### config.mk
export PLATFORM = sky130hd
export DESIGN_NAME = mdu_hilo
export DESIGN_NICKNAME = d
export VERILOG_FILES = /design/src/rtl/mips_pkg.sv /design/src/rtl/mdu_div_step.sv /design/src/rtl/mdu_hilo.sv
export SDC_FILE = /design/constraint.sdc
export NUM_CORES = 1
export LEC_CHECK = 0
export CORE_MARGIN = 2
export CORE_UTILIZATION = 45
export CTS_CLUSTER_DIAMETER = 200
export CTS_CLUSTER_SIZE = 20
export DETAILED_ROUTE_END_ITERATION = 7
export PLACE_DENSITY = 0.72
export SYNTH_ARGS = -nofsm -noshare
export SYNTH_HDL_FRONTEND = slang
export SYNTH_HIERARCHICAL = 1
export SYNTH_SLANG_ARGS = --single-unit
### constraint.sdc
create_clock -name clk -period 11.2 [get_ports clk]
set_clock_uncertainty 0.2 [all_clocks]
set_input_delay 2.8 -clock clk [delete_from_list [all_inputs] [get_ports clk]]
set_output_delay 2.8 -clock clk [all_outputs]
set_load 0.01 [all_outputs]
### src/rtl/mips_pkg.sv
// ============================================================================
// Module : mips_pkg
// Brief  : Shared ALU opcode constants and multiply/divide FSM state type.
// Rev    : 1.0  initial release
// ============================================================================
`default_nettype none

package mips_pkg;

    localparam logic [5:0] OP_MFHI  = 6'h10;
    localparam logic [5:0] OP_MTHI  = 6'h11;
    localparam logic [5:0] OP_MFLO  = 6'h12;
    localparam logic [5:0] OP_MTLO  = 6'h13;
    localparam logic [5:0] OP_MULT  = 6'h18;
    localparam logic [5:0] OP_MULTU = 6'h19;
    localparam logic [5:0] OP_DIV   = 6'h1A;
    localparam logic [5:0] OP_DIVU  = 6'h1B;

    typedef enum logic [1:0] {
        IDLE = 2'd0,
        MUL  = 2'd1,
        DIV  = 2'd2,
        FIN  = 2'd3
    } mdu_state_t;

endpackage

`default_nettype wire

### src/rtl/mdu_div_step.sv
// ============================================================================
// Module : mdu_div_step
// Brief  : One restoring-divide step: shift in a dividend bit, trial-subtract
//          the divisor, keep or restore the partial remainder.
// Rev    : 1.0  initial release
// ============================================================================
`default_nettype none

module mdu_div_step #(
    parameter int WIDTH = 32
) (
    input  logic [WIDTH-1:0] rem_i,
    input  logic             dvd_bit_i,
    input  logic [WIDTH-1:0] dvsr_i,
    output logic [WIDTH-1:0] rem_o,
    output logic             q_bit_o
);

    logic [WIDTH:0] w_shift;
    logic [WIDTH:0] w_diff;

    // rem < divisor keeps the trial difference inside WIDTH+1 signed bits
    assign w_shift = {rem_i, dvd_bit_i};
    assign w_diff  = w_shift - {1'b0, dvsr_i};

    assign q_bit_o = ~w_diff[WIDTH];
    assign rem_o   = w_diff[WIDTH] ? w_shift[WIDTH-1:0] : w_diff[WIDTH-1:0];

endmodule

`default_nettype wire

### src/rtl/mdu_hilo.sv
// ============================================================================
// Module : mdu_hilo
// Brief  : Iterative multiply/divide unit owning the HI/LO registers.
//          Define MDU_FAST_MULT_EN for a single-cycle combinational multiply.
// Rev    : 1.0  initial release
// ============================================================================
`default_nettype none

module mdu_hilo
    import mips_pkg::*;
#(
    parameter int WIDTH = 32,
    parameter int CNT_W = 6
) (
    input  logic             clk,
    input  logic             rst,
    input  logic             start,
    input  logic [5:0]       alu_op,
    input  logic [WIDTH-1:0] rs_val,
    input  logic [WIDTH-1:0] rt_val,
    output logic             busy,
    output logic             done,
    output logic [WIDTH-1:0] hi,
    output logic [WIDTH-1:0] lo
);

    localparam logic [CNT_W-1:0] C_LAST = CNT_W'(WIDTH - 1);

    mdu_state_t         state_q, state_d;
    logic [CNT_W-1:0]   cnt_q, cnt_d;
    logic [WIDTH-1:0]   a_q, a_d, b_q, b_d, dvd_q, dvd_d;
    logic [2*WIDTH-1:0] p_q, p_d;
    logic               neg_q, neg_d, rneg_q, rneg_d, div_q, div_d;
    logic [WIDTH-1:0]   hi_q, hi_d, lo_q, lo_d;
    logic               done_q, done_d;

    logic               w_signed, w_a_neg, w_b_neg, w_is_div;
    logic [WIDTH-1:0]   w_a_mag, w_b_mag, w_addend, w_rem_nxt, w_quo, w_rem;
    logic [WIDTH:0]     w_mul_sum;
    logic               w_qbit;
    logic [2*WIDTH-1:0] w_prod_mag, w_prod_fix;
    logic [WIDTH-1:0]   w_quo_fix, w_rem_fix;

    assign w_signed = (alu_op == OP_MULT) || (alu_op == OP_DIV);
    assign w_is_div = (alu_op == OP_DIV) || (alu_op == OP_DIVU);
    assign w_a_neg  = w_signed & rs_val[WIDTH-1];
    assign w_b_neg  = w_signed & rt_val[WIDTH-1];
    assign w_a_mag  = w_a_neg ? -rs_val : rs_val;
    assign w_b_mag  = w_b_neg ? -rt_val : rt_val;

    // Multiply: upper half accumulates, lower half shifts the multiplier out
    assign w_addend  = p_q[0] ? a_q : '0;
    assign w_mul_sum = {1'b0, p_q[2*WIDTH-1:WIDTH]} + {1'b0, w_addend};

    mdu_div_step #(.WIDTH(WIDTH)) u_div_step (
        .rem_i     (p_q[2*WIDTH-1:WIDTH]),
        .dvd_bit_i (p_q[WIDTH-1]),
        .dvsr_i    (b_q),
        .rem_o     (w_rem_nxt),
        .q_bit_o   (w_qbit)
    );

`ifdef MDU_FAST_MULT_EN
    assign w_prod_mag = {{WIDTH{1'b0}}, a_q} * {{WIDTH{1'b0}}, b_q};
    assign busy       = (state_q == MUL) || (state_q == DIV) || ((state_q == FIN) && div_q);
`else
    assign w_prod_mag = p_q;
    assign busy       = (state_q != IDLE);
`endif

    assign w_prod_fix = neg_q ? -w_prod_mag : w_prod_mag;
    assign w_quo      = p_q[WIDTH-1:0];
    assign w_rem      = p_q[2*WIDTH-1:WIDTH];
    assign w_quo_fix  = neg_q  ? -w_quo : w_quo;
    assign w_rem_fix  = rneg_q ? -w_rem : w_rem;

    always_comb begin
        state_d = state_q;
        cnt_d   = cnt_q;
        a_d     = a_q;
        b_d     = b_q;
        dvd_d   = dvd_q;
        p_d     = p_q;
        neg_d   = neg_q;
        rneg_d  = rneg_q;
        div_d   = div_q;
        hi_d    = hi_q;
        lo_d    = lo_q;
        done_d  = 1'b0;
        unique case (state_q)
            IDLE: begin
                if (start) begin
                    case (alu_op)
                        OP_MTHI: hi_d = rs_val;
                        OP_MTLO: lo_d = rs_val;
                        OP_MULT, OP_MULTU, OP_DIV, OP_DIVU: begin
                            a_d    = w_a_mag;
                            b_d    = w_b_mag;
                            dvd_d  = rs_val;
                            neg_d  = w_a_neg ^ w_b_neg;
                            rneg_d = w_a_neg;
                            div_d  = w_is_div;
                            cnt_d  = '0;
                            p_d    = {{WIDTH{1'b0}}, (w_is_div ? w_a_mag : w_b_mag)};
`ifdef MDU_FAST_MULT_EN
                            state_d = w_is_div ? DIV : FIN;
`else
                            state_d = w_is_div ? DIV : MUL;
`endif
                        end
                        default: ;
                    endcase
                end
            end
            MUL: begin
                p_d   = {w_mul_sum, p_q[WIDTH-1:1]};
                cnt_d = cnt_q + CNT_W'(1);
                if (cnt_q == C_LAST) state_d = FIN;
            end
            DIV: begin
                p_d   = {w_rem_nxt, p_q[WIDTH-2:0], w_qbit};
                cnt_d = cnt_q + CNT_W'(1);
                if (cnt_q == C_LAST) state_d = FIN;
            end
            FIN: begin
                done_d  = 1'b1;
                state_d = IDLE;
                if (!div_q) begin
                    {hi_d, lo_d} = w_prod_fix;
                end else if (b_q == '0) begin
                    // Divide by zero reports the untouched dividend in HI
                    lo_d = '1;
                    hi_d = dvd_q;
                end else begin
                    lo_d = w_quo_fix;
                    hi_d = w_rem_fix;
                end
            end
            default: state_d = IDLE;
        endcase
    end

    always_ff @(posedge clk or posedge rst) begin
        if (rst) begin
            state_q <= IDLE;
            cnt_q   <= '0;
            a_q     <= '0;
            b_q     <= '0;
            dvd_q   <= '0;
            p_q     <= '0;
            neg_q   <= 1'b0;
            rneg_q  <= 1'b0;
            div_q   <= 1'b0;
            hi_q    <= '0;
            lo_q    <= '0;
            done_q  <= 1'b0;
        end else begin
            state_q <= state_d;
            cnt_q   <= cnt_d;
            a_q     <= a_d;
            b_q     <= b_d;
            dvd_q   <= dvd_d;
            p_q     <= p_d;
            neg_q   <= neg_d;
            rneg_q  <= rneg_d;
            div_q   <= div_d;
            hi_q    <= hi_d;
            lo_q    <= lo_d;
            done_q  <= done_d;
        end
    end

    assign hi   = hi_q;
    assign lo   = lo_q;
    assign done = done_q;

endmodule

`default_nettype wire

# After elaboration in Yosys (flattened, before gate mapping)
# Cells that the tools add are included.
# Widths: inputs -> output; s select.
[totals]
register_bits = 236
wordCells = 85
[classes]
add_sub_neg = 8
n_eq_ne = 15
mux = 30
reduce_logical = 16
n_bitwise = 4
[op_table]
columns = ["op", "n"]
rows = [
  ["$mux 32", 15],
  ["$mux 64", 3],
  ["$pmux 64 s3", 1],
  ["$neg 32->32", 4],
  ["$pmux 32 s2", 2],
  ["$neg 64->64", 1],
  ["$eq 6x5->1 const B", 7],
  ["$add 32x32->33", 1],
  ["$sub 33x32->33", 1],
  ["$logic_not 32->1", 1],
  ["$reduce_and 3->1", 6],
  ["$mux 6", 2],
  ["$pmux 6 s2", 1],
  ["$mux 2", 4],
  ["$ne 2x1->1 const B", 4],
  ["$add 6x1->6 const B", 1],
  ["$pmux 2 s3", 1],
  ["$reduce_bool 2->1", 3],
  ["$eq 2x2->1 const B", 2],
  ["$reduce_or 4->1", 1],
  ["$reduce_bool 3->1", 1],
  ["$and 1x1->1", 2],
  ["$eq 2x1->1 const B", 1],
  ["$logic_not 2->1", 1],
  ["6 further kinds", 7],
]

# Longest topological paths before layout
[logic_depth]
ltp_word = 8
depth_mapped = 18
depth_no_buf = 16

# Modules after synthesis
# The synthesis kept the hierarchy.
[by_module_without_submodules]
columns = ["mod", "instances", "area_per_inst_um2", "seq_area_each_um2", "cells_per_inst"]
rows = [
  ["mdu_hilo", 1, 15950.3, 5880.6, 1975],
  ["mdu_div_step", 1, 2358.5, 0.0, 305],
]

# Least setup slack after synthesis
# Ideal clock, no wire load.
[synth_path]
kind = "input -> register"
startpoint = "input port rt_val[11]"
endpoint = "register p_q[27]"
arrival_time_ns = 5.040
setup_slack_ns = 5.860
n_path_buf = 1
path_stages = 9
cell_sequence = "or4_4 or4_1 buf_2 or3_4 nor2_1 a21oi_1 xnor2_1 and3_1 a311oi_1"
[synth_via]
elab_chain_len = 6
[synth_lines]
columns = ["item", "line_no", "text"]
rows = [
  ["start, declared", "mdu_hilo.sv:20", "input logic [WIDTH-1:0] rt_val,"],
  ["$neg 32->32", "mdu_hilo.sv:49", "assign w_b_mag = w_b_neg ? -rt_val : rt_val;"],
  ["$mux 32", "mdu_hilo.sv:49", ""],
  ["$mux 32", "mdu_hilo.sv:104", "p_d = {{WIDTH{1'b0}}, (w_is_div ? w_a_mag : w_b_mag)};"],
  ["$mux 64", "mdu_hilo.sv:93", "case (alu_op)"],
  ["$mux 64", "mdu_hilo.sv:92", "if (start) begin"],
  ["$pmux 64 s3", "mdu_hilo.sv:90", "unique case (state_q)"],
  ["end signal, assigned", "mdu_hilo.sv:163", "p_q <= p_d;"],
  ["end, declared", "mdu_hilo.sv:32", "logic [2*WIDTH-1:0] p_q, p_d;"],
]
# Every way passes these cells. The select of a mux whose other input is x is not followed.
# A chain may end at the register's enable or synchronous reset.

# Worst setup path in the final report
[layout_path]
startpoint = "input port alu_op[4]"
endpoint = "register p_q[62]"
[layout_via]
elab_chain_len = 4
[layout_lines]
columns = ["item", "line_no", "text"]
rows = [
  ["start, declared", "mdu_hilo.sv:18", "input logic [5:0] alu_op,"],
  ["$eq 6x5->1", "mdu_hilo.sv:93", ""],
  ["$reduce_or 4->1 *", "mdu_hilo.sv:93", ""],
  ["$ne 2x1->1 (no line) *", "-", ""],
  ["$reduce_and 3->1 (no line) *", "-", ""],
]
# Every way passes the cells marked *; elsewhere a longest branch is shown, timed or not.

==> reports/results.ini <==
[status]
outcome=completed

[grt]
grt_max_degree=117
met2_usage_pct=49.1
antenna_found_initial=3
first_global_vias=16900
grtUsageMet1_pct=39.7
met3_usage_pct=5.15
overflow=0
grt.total_usage_pct=30.1
top_usage_layer=met2
grt_pass1_wl_um=98000

[yosys]
synth_cells=2280
synth_area_um2=18300
yosysTopAreaCell=dfrtp_1
syn-num-nets=2428
yosysWarnings=6
synth_cell_types=100
synth_edf_count=0
yosysTopAreaCellShare_pct=32.1
synth_ff_type=dfrtp_1
ys_async_sr_fraction_pct=100
synth_area_leaders=dfrtp_1, o21ai_0, nand2_1, xnor2_1, ha_1
yosys-top-cells-count=nand2_1, o21ai_0, dfrtp_1
yosysSeqAreaShare_pct=32.1
yosysMostFrequentCell=nand2_1
synth_seq_cells=235
syn_area_per_cell_um2=8.03

[power_and_ir_drop]
pwr-share-seq_pct=27.8
power.internal_mw=3.14
pwr-share-comb_pct=63.4
sw_frac_of_total_pct=50.1
power_switching_mw=3.16
vdd_drop_max_uv=184
pwr_density_cell_nw_per_um2=311
report.power.total_mw=6.30
p_clk_share_pct=8.8
total_leakage_power_nw=8.66

[worst_setup_path]
worstPathCellList=clkdlybuf4s50_1 -> nor4bb_1 -> nand3_4 -> nand2_1 -> nand3_1 -> or3_1 -> o211a_1 -> nand2_1
critPathLaunchType=primary input
slowest_delay_ns=1.13
crit_fanout=67
critPathTopFamily=simple AND/OR/NAND/NOR gates
cp.buffers_inverters=1
critPathRequiredTime_ns=11.44
cp-end-kind=register
critPathKind=primary input to register
crit_slowest_cell=nor4bb_1
cp.arrival_ns=7.12
worst_path_most_repeated_cell=nand2_1

[sta]
slew_headroom_pct=9.88
hold_viol=0
fmax_ghz=0.145
setup_ws_ns=4.32
worstMarginPinSlew_ns=1.33
final.setup.tns_ns=0
final_max_slew_viol_count=0
finalSetupViolCount=0
timing.hold.ws_ns=0.278
timing.final.crit_share_pct=61.4
period_needed_ns=6.88
rsz0062_at_grt=false

[floorplanning]
core_area_um2=39900
die_y_um=206
row_count=73
start_util_pct=45.9
ios=139
die-width_um=206
die_area_um2=42300

[worst_hold_path]
hp-class=register to register

[cells_and_area]
drive_above_1_share_pct=4.89
nets=2437
fin_cells=2816
areaGrowthSynthToFinish_pct=10.6
fin_area_um2=20200
final_util_pct=50.7

[clock_network]
cts.sinks=235
root_buffer=clkbuf_16
htreeDepth=1
ctsHoldBuffers=0
cts_tree=built
clk_pin_slew_ns=0.09
cts-resized-gates=0
cts_max_path_buffers=3
cts_setup_buffers=0
clk_latency_ns=0.52
cts_buffers=15

[route]
firstDrtPassIters=6
wl_per_cell_um=22.8
drt_iter0_drc=1976
antenna_left=0
drc=0
viasPerCell=6.33
vias=17800
routed_wl_um=64200

[placed_design]
placement.io_buffers=138
post-place-ws_ns=3.89
gp_congestion=0.929
dp_cells=2797
dpl_cell_area_um2=19800
post-dp-hpwl_um=48200

[flow_run]
maxCapViolCount=0

## layer usage
| layer | vias up | wire (um) |
|---|---|---|
| li1 | 8161 | - |
| met1 | 8639 | 26200 |
| met2 | 854 | 29800 |
| met3 | 178 | 5420 |
| met4 | 0 | 2830 |
| met5 | - | 0 |
## power groups by stage
stage	sequential (mW)	clock (mW)	combinational (mW)
2_1_floorplan	1.53	0	3.02
3_3_place_gp	1.73	0	3.84
3_5_place_dp	1.74	0	3.92
4_1_cts	1.73	0.559	3.94
5_1_grt	1.78	0.591	4.40
6_report	1.75	0.553	3.99
## registers in the layout (all words and copies together), names as in the netlist
name,flops
p_q,64
state_q,2
lo,32
done,1
div_q,1
dvd_q,31
hi,32
rneg_q,1
a_q,32
b_q,32
cnt_q,6
neg_q,1
## cell usage in the layout, fill, tap and decap left out, types with 5 or more instances in the layout
cell	synthesis	routed
a211oi_1	9	9
a21o_1	32	32
a21oi_1	162	160
a221oi_1	7	7
a22o_1	11	11
a22oi_1	64	64
a31oi_1	24	24
and2_1	35	35
and3_1	29	29
buf_4	3	22
clkbuf_16	0	15
clkdlybuf4s50_1	0	138
dfrtp_1	235	234
ha_1	73	72
inv_1	72	71
mux2_4	19	19
mux2i_1	22	22
nand2_1	345	345
nand2b_1	6	6
nand3_1	41	40
nand4_1	19	19
nor2_1	124	123
nor2b_1	5	5
nor3_1	36	36
nor3b_1	5	5
nor4_1	19	19
o2111ai_1	5	5
o211ai_1	9	9
o21a_1	12	12
o21ai_0	262	262
o21bai_1	11	11
o22ai_1	30	29
o31ai_1	37	37
o41ai_1	10	10
o41ai_2	5	5
or2_2	6	6
or3_1	22	22
or4_1	16	16
xnor2_1	118	118
xor2_1	80	80
## area by class of cell
class	instances	area (um^2)
Fill cell	3841	19700
Multi-Input combinational cell	1803	11500
Sequential cell	235	5880
Timing Repair Buffer	160	1550
Tap cell	525	657
Clock buffer	16	379
Inverter	74	293
Clock inverter	2	16.3
Antenna cell	1	2.50
## worst min-delay path: stages (launching register included)
cell	delay (ns)
dfrtp_1	0.34
nand2_1	0.05
nand2_1	0.05
## logic make-up (layout without fill, tap and decap cells)
logic type,after synthesis,count (layout),share of synthesized area [%]
compound gates,741,741,25.2
xor+xnor,198,198,9.47
fa+ha+maj,75,75,5.21
buf+inv,242,252,5.51
flops,235,235,32.1
mux,46,46,3.13
other cells,0,1,0
simple gates,743,743,19.4
## path summary, 6_finish.rpt
path / endpoint / depth (start not counted) / from / slack (ns)
worst max-delay path: p_q[62] / 8 / alu_op[4] / 4.32
worst min-delay path: dvd_q[7] / 2 / dvd_q[7] / 0.28
worst max register to register: p_q[63] / 15 / p_q[31] / 6.63
worst min register to register: dvd_q[7] / 2 / dvd_q[7] / 0.28
max in group asynchronous: hi[4] / 3 / rst / 6.74
min in group asynchronous: b_q[5] / 2 / rst / 2.63
Power figures use the tool's default switching activity.
